==> src/rtl/dmem_arbiter_if.sv <==
// dmem_arbiter_if: one requester's memory access bundle (request, grant, tagged read return).
interface dmem_arbiter_if #(parameter int ADDR_W = 12, parameter int DATA_W = 32);
  logic req;
  logic wren;
  logic [ADDR_W-1:0] addr;
  logic [DATA_W-1:0] data;
  logic gnt;
  logic rvalid;
  logic [DATA_W-1:0] q;
  modport master(output req, wren, addr, data, input gnt, rvalid, q);
  modport slave(input req, wren, addr, data, output gnt, rvalid, q);
endinterface

==> src/rtl/dmem_arbiter.sv <==
// dmem_arbiter: shares single-port dmem between CPU and VGA; VGA priority with CPU anti-starvation.
module dmem_arbiter #(
  parameter int ADDR_W = 12,
  parameter int DATA_W = 32,
  parameter int READ_LAT = 1,
  parameter int STARVE_MAX = 8
) (
  input logic clock,
  input logic resetn,
  dmem_arbiter_if.slave cpu,
  dmem_arbiter_if.slave vga,
  output logic cpu_stall,
  output logic [ADDR_W-1:0] mem_addr,
  output logic [DATA_W-1:0] mem_data,
  output logic mem_wren,
  input logic [DATA_W-1:0] mem_q
);
  localparam int CW = $clog2(STARVE_MAX + 1);
  typedef enum logic {NORMAL, FORCE} state_t;
  state_t state;
  logic [CW-1:0] starve_cnt;
  logic [READ_LAT-1:0] tag_vld;
  logic [READ_LAT-1:0] tag_own;
  logic force_cpu;
  assign force_cpu = state == FORCE;
  always_comb begin
    cpu.gnt = resetn & cpu.req & (force_cpu | ~vga.req);
    vga.gnt = resetn & vga.req & ~(force_cpu & cpu.req);
    cpu_stall = cpu.req & ~cpu.gnt;
    mem_addr = cpu.gnt ? cpu.addr : vga.gnt ? vga.addr : '0;
    mem_data = cpu.gnt ? cpu.data : vga.gnt ? vga.data : '0;
    mem_wren = cpu.gnt ? cpu.wren : vga.gnt & vga.wren;
    cpu.rvalid = tag_vld[READ_LAT-1] & ~tag_own[READ_LAT-1];
    vga.rvalid = tag_vld[READ_LAT-1] & tag_own[READ_LAT-1];
    cpu.q = cpu.rvalid ? mem_q : '0;
    vga.q = vga.rvalid ? mem_q : '0;
  end
  // tag_own: 1 = VGA owns the read in flight
  always_ff @(posedge clock or negedge resetn) begin
    if (!resetn) begin
      state <= NORMAL;
      starve_cnt <= '0;
      tag_vld <= '0;
      tag_own <= '0;
    end else begin
      tag_vld[0] <= (cpu.gnt & ~cpu.wren) | (vga.gnt & ~vga.wren);
      tag_own[0] <= vga.gnt;
      for (int i = 1; i < READ_LAT; i++) begin
        tag_vld[i] <= tag_vld[i-1];
        tag_own[i] <= tag_own[i-1];
      end
      if (force_cpu) begin
        state <= NORMAL;
        starve_cnt <= '0;
      end else if (cpu_stall) begin
        starve_cnt <= (starve_cnt == CW'(STARVE_MAX)) ? starve_cnt : starve_cnt + 1'b1;
        if (starve_cnt >= CW'(STARVE_MAX - 1)) state <= FORCE;
      end else begin
        starve_cnt <= '0;
      end
    end
  end
endmodule

==> src/flat_wrapper.sv <==
// flat-port wrapper written by rule: the top's interface ports become plain ports
module dmem_arbiter_flat 
#(
  parameter int ADDR_W = 12,
  parameter int DATA_W = 32,
  parameter int READ_LAT = 1,
  parameter int STARVE_MAX = 8
)
  (clock, resetn, cpu_stall, mem_addr, mem_data, mem_wren, mem_q, cpu_req, cpu_wren, cpu_addr, cpu_data, cpu_gnt, cpu_rvalid, cpu_q, vga_req, vga_wren, vga_addr, vga_data, vga_gnt, vga_rvalid, vga_q);
  dmem_arbiter_if #(.ADDR_W(ADDR_W), .DATA_W(DATA_W)) cpu_i ();
  dmem_arbiter_if #(.ADDR_W(ADDR_W), .DATA_W(DATA_W)) vga_i ();
  input logic clock;
  input logic resetn;
  output logic cpu_stall;
  output logic [ADDR_W-1:0] mem_addr;
  output logic [DATA_W-1:0] mem_data;
  output logic mem_wren;
  input logic [DATA_W-1:0] mem_q;
  input wire logic [$bits(cpu_i.req)-1:0] cpu_req;
  input wire logic [$bits(cpu_i.wren)-1:0] cpu_wren;
  input wire logic [$bits(cpu_i.addr)-1:0] cpu_addr;
  input wire logic [$bits(cpu_i.data)-1:0] cpu_data;
  output wire logic [$bits(cpu_i.gnt)-1:0] cpu_gnt;
  output wire logic [$bits(cpu_i.rvalid)-1:0] cpu_rvalid;
  output wire logic [$bits(cpu_i.q)-1:0] cpu_q;
  input wire logic [$bits(vga_i.req)-1:0] vga_req;
  input wire logic [$bits(vga_i.wren)-1:0] vga_wren;
  input wire logic [$bits(vga_i.addr)-1:0] vga_addr;
  input wire logic [$bits(vga_i.data)-1:0] vga_data;
  output wire logic [$bits(vga_i.gnt)-1:0] vga_gnt;
  output wire logic [$bits(vga_i.rvalid)-1:0] vga_rvalid;
  output wire logic [$bits(vga_i.q)-1:0] vga_q;
  assign cpu_i.req = cpu_req;
  assign cpu_i.wren = cpu_wren;
  assign cpu_i.addr = cpu_addr;
  assign cpu_i.data = cpu_data;
  assign cpu_gnt = cpu_i.gnt;
  assign cpu_rvalid = cpu_i.rvalid;
  assign cpu_q = cpu_i.q;
  assign vga_i.req = vga_req;
  assign vga_i.wren = vga_wren;
  assign vga_i.addr = vga_addr;
  assign vga_i.data = vga_data;
  assign vga_gnt = vga_i.gnt;
  assign vga_rvalid = vga_i.rvalid;
  assign vga_q = vga_i.q;
  dmem_arbiter #(.ADDR_W(ADDR_W), .DATA_W(DATA_W), .READ_LAT(READ_LAT), .STARVE_MAX(STARVE_MAX)) u_core (.clock(clock), .resetn(resetn), .cpu(cpu_i), .vga(vga_i), .cpu_stall(cpu_stall), .mem_addr(mem_addr), .mem_data(mem_data), .mem_wren(mem_wren), .mem_q(mem_q));
endmodule
==> config.mk <==
export PLATFORM = sky130hd
export DESIGN_NAME = dmem_arbiter_flat
export DESIGN_NICKNAME = d
export VERILOG_FILES = /design/src/rtl/dmem_arbiter_if.sv /design/src/rtl/dmem_arbiter.sv /design/src/flat_wrapper.sv
export SDC_FILE = /design/constraint.sdc
export NUM_CORES = 1
export LEC_CHECK = 0
export ABC_AREA = 1
export BUFFER_PORTS_ARGS = -buffer_cell sky130_fd_sc_hd__buf_2
export CORE_AREA = 2 2 92 94
export CTS_CLUSTER_SIZE = 25
export DETAILED_ROUTE_END_ITERATION = 6
export DIE_AREA = 0 0 94 96
export GPL_ROUTABILITY_DRIVEN = 0
export PLACE_DENSITY = 0.54
export SLEW_MARGIN = 15
export SYNTH_ARGS = -nofsm -noshare
export SYNTH_HDL_FRONTEND = slang
export SYNTH_SLANG_ARGS = --single-unit
==> constraint.sdc <==
create_clock -name clock -period 1.5 [get_ports clock]
set_input_delay 0.3 -clock clock [delete_from_list [all_inputs] [get_ports clock]]
set_output_delay 0.3 -clock clock [all_outputs]
set_load 0.01 [all_outputs]
Word-level counts from Yosys, hierarchy flattened:

Index checks and enable logic that the tools add are counted.
W data, S select, Z words.

* mux-type cells: 13
* add/subtract/negate cells: 1
* magnitude comparators: 1
* equality and inequality tests: 2
* bitwise gates (word level): 19

Operators by type and width (number)
* $mux W32: 4
* $mux W12: 2
* $mux W4: 3
* $and A1 B1 Y1: 11
* $not A1 Y1: 6
* $add A4 B1 Y4 const B: 1
* $eq A4 B4 Y1 const B: 1
* $ge A4 B3 Y1 const B: 1
* $mux W1: 4
* $ne A3 B2 Y1 const B: 1
* $or A1 B1 Y1: 2

* word-level logic and storage cells: 40
* flip-flop bits (word level): 7
* input bits: 126
* output and inout bits: 114

Longest topological paths before layout:

Gate-level depths: netlist of the first run.

* depth after elaboration: 7
* mapped depth: 7
* gate-level depth less buffers: 7

Least setup slack after synthesis of the first run:

No wires, ideal clock.

* path type: reg2out
* start: reg u_core.tag_own
* end: out cpu_q[10]
* arrival time: 1030 ps
* path slack: 170 ps
* stages on the path, launching flop included: 5
* required time: 1200 ps
* buffers on the path: 1
* cells stage by stage: dfrtp_1 -> nor2_1 -> inv_1 -> buf_2 -> nor2_1

* cells in the longest elaborated chain, start to end: 3

RTL lines
* from (decl): line dmem_arbiter.sv:23 `logic [READ_LAT-1:0] tag_own;`
* from (signal, indexed assignment): line dmem_arbiter.sv:50 `tag_own[i] <= tag_own[i-1];`
* $not A1 Y1: line dmem_arbiter.sv:33 `cpu.rvalid = tag_vld[READ_LAT-1] & ~tag_own[READ_LAT-1];`
* $and A1 B1 Y1: line dmem_arbiter.sv:33
* via cpu_rvalid: line flat_wrapper.sv:24 `output wire logic [$bits(cpu_i.rvalid)-1:0] cpu_rvalid;`
* $mux W32: line dmem_arbiter.sv:35 `cpu.q = cpu.rvalid ? mem_q : '0;`
* to (decl): line flat_wrapper.sv:25 `output wire logic [$bits(cpu_i.q)-1:0] cpu_q;`

The timed path passes the listed nets, and every way through them passes these cells.

Final worst setup path of the first run:

* start: reg u_core.tag_own
* end: out cpu_q[28]

* cells in the longest elaborated chain, start to end: 3

RTL lines (line)
* $not A1 Y1: dmem_arbiter.sv:33
* $and A1 B1 Y1: dmem_arbiter.sv:33
* $mux W32: dmem_arbiter.sv:35

No other way between the ends.

==> results.yml, run 1 <==
timing:
  finalCriticalPeriod_ns: 1.650
  rsz0062_at_grt: "true"
  whs_ns: 0.02058
  finalSetupViolCount: 79
  final_max_slew_viol_count: 0
  relSlewSlack_pct: 88.32
  setup_slack_ns: -0.1503
  clock_skew_ns: 0.001846
  fmax_ghz: 0.6060
  fin_crit_sh_pct: 110.0
  finalHoldViolCount: 0
  worstMarginPinSlew_ns: 0.1750
yosys:
  seq_area_frac_synth_pct: 13.18
  ys_types: 19
  synth-seq-cells: 7
  syn_avg_cell_area_um2: 4.535
  syn-num-nets: 421
  syn_inst: 293
  netlist_area_um2: 1329
  ys.warnings.count: 0
die:
  core_area_um2: 8051
  die_w_um: 94
  die_h_um: 96
  pin_count: 240
  initial_core_util_pct: 16.50
  die_area_um2: 9024
  row_count: 33
worst_setup_path:
  path_class: "reg -> out"
  crit_chain: "nor2_4, clkinv_4, clkbuf_16, nor2_1, buf_2"
  cp_num_buf_inv: 3
  path_max_fanout: 8
  cp_data_arrival_time_ns: 1.35
  critPathLaunchType: "flop"
  critPathMaxStageDelay_ns: 0.41
  cp_slowest_cell: "dfrtp_1"
  end_kind: "output pin"
  crit_family: "buffers and inverters"
  required_ns: 1.20
place:
  portBuffers: 239
  post_dp_cell_area_um2: 2698
  dp_slack_ns: 0.05944
  place_hpwl_um: 5322
  placedCellCount: 632
drt:
  remaining_drc_errors: 0
  postRouteAntennaNets: 0
  via_per_inst: 4.142
  wl_um: 8491
  drtPass1Iterations: 4
  route.vias.total: 2717
  wl_per_cell_um: 12.94
  drtIter0Drc: 34
clock_network:
  clock_latency_ns: 0.23
  clock_sinks: 7
  cts_buffer_depth: 2
  clk_pin_slew_ns: 0.04
  htree_levels: 1
  cts_tree: "built"
  root_buffer: "clkbuf_8"
  numCtsBuffers: 3
grt:
  overflow: 0
  grt_first_pass_wirelength_um: 9597
  grt_max_degree: 37
  antenna_found_initial: 0
  track_usage_pct: 13.23
  grt_pass1_vias: 2195
finish:
  diodes: 0
  fillers: 781
  multiInputGateArea_um2: 1239
  final_cell_area_um2: 3646
  instances_no_fill: 656
  mostFrequentLayoutCells: "buf_2, nand2_1, inv_1, buf_6, nor2_4"
  drive_gt1_share_pct: 61.52
  final_common_cell: "buf_2"
  syn2layout_area_growth_pct: 174.4
  finalNetCount: 680
  seqCellArea_um2: 175.2
power_and_ir_drop:
  clkPwrFrac_pct: 20.8
  power.internal_mw: 0.7766
  comb_power_share_pct: 63.1
  pwr-share-seq_pct: 16.2
  p_leak_nw: 2.293
  switchingPower_mw: 0.4928
  ir_drop_uv: 196.2
  power_density_nw_per_um2: 348.1
  switching_share_pct: 38.82
status:
  outcome: "finished, violations left"
  violations: "setup timing"
job:
  cap_violations: 0
hold_path:
  hp-class: "in -> async"
[what timing repair did]
action                                  CTS  global route
setup buffers                            10             0
pin swaps                                 2             6
hold buffers                              0             0
resized for setup                        29           115
gates cloned                              4             9
endpoints found under the setup margin   79            88
[metal layers]
layer	routed length, µm	track usage [%]	up-vias
met5	0	0	-
met2	4582	26.96	149
met1	3167	14.37	1195
met3	647	1.723	8
met4	93	2.899	0
li1	-	-	1365
[Yosys cell counts]
cell,number,area [µm²]
clkinv_1,1,3.750
xor2_1,1,8.760
buf_4,4,30.03
nand3_1,4,20.02
nor2_1,69,259.0
a21oi_1,1,5.000
inv_1,39,146.4
dfrtp_1,7,175.2
buf_2,7,35.03
nand4_1,3,18.77
o22ai_1,1,6.260
a21oi_2,1,8.760
clkbuf_1,3,11.26
ha_1,2,25.02
nand2_2,2,12.51
nand2_1,144,540.5
xnor2_1,1,8.760
inv_2,2,7.510
inv_4,1,6.260
[area by class of cell]
cell class / count / share of cell area [%]
Multi-Input combinational cell: 229 / 33.97
Tap cell: 105 / 3.603
Timing Repair Buffer: 268 / 51.48
Inverter: 43 / 4.907
Sequential cell: 7 / 4.804
Clock buffer: 4 / 1.235
[per-stage QoR]
| stage | power, mW | util [%] | setup TNS (ns) |
|---|---|---|---|
| 2_1_floorplan | 0.4485 | - | 0 |
| 3_3_place_gp | 0.7729 | 33.50 | 0 |
| 3_5_place_dp | 0.7760 | 33.50 | 0 |
| 4_1_cts | 1.108 | 37.08 | -5.583 |
| 5_1_grt | 1.370 | 45.28 | -14.54 |
| 6_report | 1.269 | 45.28 | -7.242 |
[state kept, by name, indices dropped and copies added (netlist names)]
signal,count
u_core.starve_cnt,4
u_core.tag_own,1
u_core.tag_vld,1
u_core.force_cpu,1
[kinds of logic (layout without fill, tap and decap cells)]
logic type	Yosys count	after routing	share of synthesized area, %
XOR/XNOR	2	2	1.319
buffers and inverters	57	315	18.08
flip-flops	7	7	13.18
AND/OR/NAND/NOR	222	222	64.03
AO/OA/AOI/OAI	3	3	1.507
adder cells (fa/ha/maj)	2	2	1.883
[power groups by stage]
| stage | logic (mW) | registers [mW] | clock network (mW) |
|---|---|---|---|
| 5_1_grt | 0.872 | 0.206 | 0.292 |
| 6_report | 0.801 | 0.205 | 0.264 |
| 4_1_cts | 0.633 | 0.204 | 0.271 |
| 2_1_floorplan | 0.243 | 0.205 | 0 |
| 3_5_place_dp | 0.570 | 0.206 | 0 |
| 3_3_place_gp | 0.567 | 0.206 | 0 |
[final timing paths]
check | cells after the start | slack, ns | start | end
setup / recovery | 5 | -0.15 | u_core.tag_own$_DFF_PN0_ | cpu_q[28]
hold / removal | 2 | 0.02 | resetn | u_core.tag_vld$_DFF_PN0_
setup reg to reg | 10 | 0.09 | u_core.force_cpu$_DFF_PN0_ | u_core.starve_cnt[0]$_DFFE_PN0P_
hold reg to reg | 2 | 0.53 | u_core.starve_cnt[1]$_DFFE_PN0P_ | u_core.starve_cnt[1]$_DFFE_PN0P_
max in group asynchronous | 2 | 1.35 | resetn | u_core.starve_cnt[0]$_DFFE_PN0P_
min in group clock | 2 | 0.27 | vga_wren | u_core.tag_vld$_DFF_PN0_
No activity file was read; power rests on OpenSTA's default activity.
==> run 2, diff against run 1 <==
Settings changed: SETUP_SLACK_MARGIN set to 0.1.
==> run 2 against run 1 <==
Net effect: the run still ends with setup timing left; power rose by 1.0%; wire length fell by 2.1%; combinational power rose by 1%; sequential share of layout area barely moved; largest power group unchanged; highest routed layer unchanged.
==> results.yml, run 2 (synthesized netlist as in run 1, its figures left out) <==
status:
  outcome: "finished, violations left"
  violations: "setup timing"
die:
  core_area_um2: 8051
  die_w_um: 94
  initial_core_util_pct: 16.50
  pin_count: 240
  die_area_um2: 9024
  die_h_um: 96
  row_count: 33
drt:
  wl_per_cell_um: 12.61
  m1WireLength_um: 3053
  postRouteAntennaNets: 0
  wl_met3_um: 701
  highest_layer: "met4"
  drtIter0Drc: 37
  drtPass1Iterations: 4
  remaining_drc_errors: 0
  route.vias.total: 2735
  route.met2.wl_um: 4510
  wl_um: 8312
  via_per_inst: 4.150
grt:
  grt_pass1_vias: 2288
  antenna_found_initial: 0
  grt_first_pass_wirelength_um: 10250
  track_usage_pct: 14.26
  grt_max_degree: 37
  overflow: 0
clock_network:
  clock_sinks: 7
  numCtsBuffers: 3
  cts_buffer_depth: 2
  cts-hold-fix-buffers: 0
  cts_tree: "built"
  htree_levels: 1
  clock_latency_ns: 0.23
  root_buffer: "clkbuf_8"
  clk_pin_slew_ns: 0.04
timing:
  clock_skew_ns: 0.002123
  setup_slack_ns: -0.1756
  worstMarginPinSlew_ns: 0.1755
  final_max_slew_viol_count: 0
  rsz0062_at_grt: "true"
  fmax_ghz: 0.5968
  finalSetupTns_ns: -6.952
  fin_crit_sh_pct: 111.7
  finalCriticalPeriod_ns: 1.676
  relSlewSlack_pct: 88.29
  finalSetupViolCount: 78
  finalHoldViolCount: 0
power_and_ir_drop:
  power_density_nw_per_um2: 351.6
  ir_drop_uv: 201.5
  p_total_mw: 1.282
  p_leak_nw: 2.298
finish:
  drive_gt1_share_pct: 60.11
  syn2layout_area_growth_pct: 174.5
  diodes: 0
  instances_no_fill: 659
  multiInputGateArea_um2: 1216
  regMostFlops: "u_core.starve_cnt"
  largest_register_ffs: 4
  mostFrequentLayoutCells: "buf_2, nand2_1, buf_6, inv_1, nor2_1"
  fillers: 799
  seqCellArea_um2: 175.2
  final_common_cell: "buf_2"
  finalNetCount: 683
worst_setup_path:
  timing.rr.start: "u_core.force_cpu$_DFF_PN0_"
  path_max_fanout: 8
  required_ns: 1.20
  path_class: "reg -> out"
  cp_data_arrival_time_ns: 1.38
  end_kind: "output pin"
  critPathLaunchType: "flop"
  startpoint: "u_core.tag_own$_DFF_PN0_"
job:
  cap_violations: 0
place:
  placedCellCount: 632
  portBuffers: 239
  place_hpwl_um: 5322
  dp_slack_ns: 0.05944
hold_path:
  hp-class: "in -> async"
-- run 2: cell type report --
cell class | instances | area share, %
Inverter | 43 | 4.906
Clock buffer | 4 | 1.235
Timing Repair Buffer | 271 | 52.11
Sequential cell | 7 | 4.803
Tap cell | 105 | 3.602
Multi-Input combinational cell | 229 | 33.34
-- run 2: where the power goes --
group          switching, mW  internal [mW]  leakage, nW
registers            0.00722          0.198       0.0942
clock network         0.0804          0.184       0.0228
logic                  0.406          0.407         2.18
total                  0.494          0.789         2.30
-- run 2: path summary, 6_finish.rpt --
kind,depth (start not counted),endpoint,slack [ns]
setup / recovery,6,cpu_q[12],-0.18
hold reg to reg,2,u_core.starve_cnt[0]$_DFFE_PN0P_,0.53
hold / removal,2,u_core.tag_vld$_DFF_PN0_,0.03
setup reg to reg,9,u_core.starve_cnt[1]$_DFFE_PN0P_,0.19
max in group asynchronous,2,u_core.starve_cnt[0]$_DFFE_PN0P_,1.33
min in group clock,2,u_core.tag_vld$_DFF_PN0_,0.27
-- run 2: metal layers --
metal	track usage [%]	up-vias
li1	-	1366
met1	15.22	1208
met2	29.46	157
met3	1.723	4
met4	3.140	0
met5	0	-
-- run 2: through the flow --
step | cell area [µm²] | utilization, % | hold WS (ns)
final | 3647 | 45.30 | 0.03347
after global routing | 3647 | 45.30 | 0.03458
after CTS | 3206 | 39.81 | 0.01718
after detailed placement | 2698 | 33.50 | 0.2475
after global placement | 2698 | 33.50 | 0.2486
after floorplan | 1329 | - | 0.004409
-- run 2: timing repair --
action | CTS | global route
endpoints found under the setup margin | 112 | 119
resized for setup | 51 | 93
gates cloned | 7 | 4
setup buffers | 12 | 6
pin swaps | 3 | 9
hold endpoints to repair | 0 | 0
-- run 2: critical path: stages (launching register included) --
cell and delay [ns]:
dfrtp_1 0.40, nor2_4 0.15, clkinv_4 0.11, buf_6 0.13
buf_12 0.14, nor2_4 0.09, buf_6 0.10
==> run 3, diff against run 2 <==
Settings changed: CTS_BUF_LIST set to sky130_fd_sc_hd__clkbuf_8.
==> run 3 against run 2 <==
Net effect: the run still ends with setup timing left; utilization increased by 3.0 points; clock-buffer cell count decreased by 1; clock skew decreased by 0.00067 ns; sequential power about the same; fmax decreased by 0.39%; clock power down 3%; critical endpoint is now mem_data[14]; largest cell class unchanged; largest power group unchanged.
==> results.yml, run 3 (synthesized netlist as in run 1, its figures left out) <==
status:
  outcome: "finished, violations left"
  violations: "setup timing"
die:
  die_w_um: 94
  pin_count: 240
  initial_core_util_pct: 16.50
  row_count: 33
  die_h_um: 96
  die_area_um2: 9024
  core_area_um2: 8051
timing:
  setup_slack_ns: -0.1822
  worstMarginPinSlew_ns: 0.1843
  finalSetupViolCount: 78
  finalHoldViolCount: 0
  finalCriticalPeriod_ns: 1.682
  rsz0062_at_grt: "true"
  fin_crit_sh_pct: 112.1
  clock_skew_ns: 0.001453
  final_max_slew_viol_count: 0
  relSlewSlack_pct: 87.70
  whs_ns: 0.03068
  fmax_ghz: 0.5945
drt:
  remaining_drc_errors: 0
  drtIter0Drc: 42
  via_per_inst: 4.196
  route.vias.total: 2778
  postRouteAntennaNets: 0
  wl_um: 8665
  wl_per_cell_um: 13.09
  drtPass1Iterations: 4
grt:
  grt_max_degree: 37
  top_usage_layer: "met2"
  use_met1_pct: 15.27
  grtUsageMet2_pct: 29.52
  overflow: 0
  grt_pass1_vias: 2289
  track_usage_pct: 14.29
  antenna_found_initial: 0
  gr-usage-met3_pct: 1.723
  grt_first_pass_wirelength_um: 10270
place:
  dp_slack_ns: 0.05944
  post_dp_cell_area_um2: 2698
  portBuffers: 239
  placedCellCount: 632
  place_hpwl_um: 5322
power_and_ir_drop:
  ir_drop_uv: 191.8
  p_leak_nw: 2.421
  p_total_mw: 1.337
  power_density_nw_per_um2: 343.7
worst_setup_path:
  path_max_fanout: 5
  timing.rr.start: "u_core.force_cpu$_DFF_PN0_"
  r2r_setup_slack_ns: 0.18
  rr_endpoint: "u_core.starve_cnt[1]$_DFFE_PN0P_"
  r2r_cells: 9
  critPathLaunchType: "flop"
  end_kind: "output pin"
  required_ns: 1.20
  cp_data_arrival_time_ns: 1.38
  path_class: "reg -> out"
clock_network:
  numCtsBuffers: 3
  clk_pin_slew_ns: 0.04
  cts_buffer_depth: 2
  root_buffer: "clkbuf_8"
  clock_sinks: 7
  cts_tree: "built"
  htree_levels: 1
  clock_latency_ns: 0.23
finish:
  final_cell_area_um2: 3890
  diodes: 0
  regMostFlops: "u_core.starve_cnt"
  mostFrequentLayoutCells: "buf_2, nand2_1, buf_6, nand2_2, inv_1"
  instances_no_fill: 662
  drive_gt1_share_pct: 66.25
  final_common_cell: "buf_2"
  fillers: 778
  largest_register_ffs: 4
  finalNetCount: 686
  syn2layout_area_growth_pct: 192.7
hold_path:
  hp-class: "in -> async"
job:
  cap_violations: 0
-- run 3: worst max-delay path by stage --
stage | start | depth (start not counted) | end
floorplan | u_core.tag_own$_DFF_PN0_ | 4 | cpu_q[10]
global route | u_core.force_cpu$_DFF_PN0_ | 8 | mem_data[9]
detailed placement | cpu_req | 8 | mem_data[14]
CTS | u_core.force_cpu$_DFF_PN0_ | 7 | mem_data[14]
global placement | cpu_req | 9 | mem_addr[9]
finish | u_core.force_cpu$_DFF_PN0_ | 8 | mem_data[14]
-- run 3: through the flow --
| stage | utilization, % | TNS, ns |
|---|---|---|
| after floorplan | - | 0 |
| after CTS | 39.74 | -7.840 |
| after detailed placement | 33.50 | 0 |
| after global routing | 48.31 | -14.56 |
| after global placement | 33.50 | 0 |
| final | 48.31 | -8.569 |
-- run 3: where the power goes --
| part | internal (mW) | total, mW | switching (mW) | leakage, nW |
|---|---|---|---|---|
| Sequential | 0.198 | 0.205 | 0.00733 | 0.0942 |
| Clock | 0.177 | 0.256 | 0.0795 | 0.0269 |
| Combinational | 0.437 | 0.876 | 0.439 | 2.30 |
| Total | 0.811 | 1.34 | 0.526 | 2.42 |
-- run 3: metal layers --
layer | vias to the layer above | share of wire, %
met5 | - | 0
met1 | 1248 | 36
li1 | 1371 | -
met2 | 153 | 56
met3 | 6 | 7.9
met4 | 0 | 0.69
-- run 3: worst max-delay path, cell delays in order (launching register included) --
cell,delay (ns)
dfrtp_1,0.38
inv_2,0.08
nand2_4,0.07
nand2_8,0.10
clkinv_8,0.09
clkbuf_16,0.17
nand2_2,0.05
nand2_1,0.05
buf_2,0.13
-- run 3: timing repair --
| item | 4_1_cts | 5_1_grt |
|---|---|---|
| pin swaps | 3 | 16 |
| hold buffers | 0 | 0 |
| cloned | 7 | 7 |
| setup endpoints to repair | 112 | 119 |
| setup buffers | 12 | 6 |
| resized for setup | 50 | 146 |
-- run 3: final cells by class --
cell class	count	area [µm²]	area share (%)
Timing Repair inverter	1	11.26	0.2895
Clock inverter	1	3.754	0.09649
Inverter	43	183.9	4.728
Multi-Input combinational cell	229	1358	34.90
Sequential cell	7	175.2	4.503
Timing Repair Buffer	273	1986	51.05
Tap cell	105	131.4	3.377
Clock buffer	3	41.29	1.061
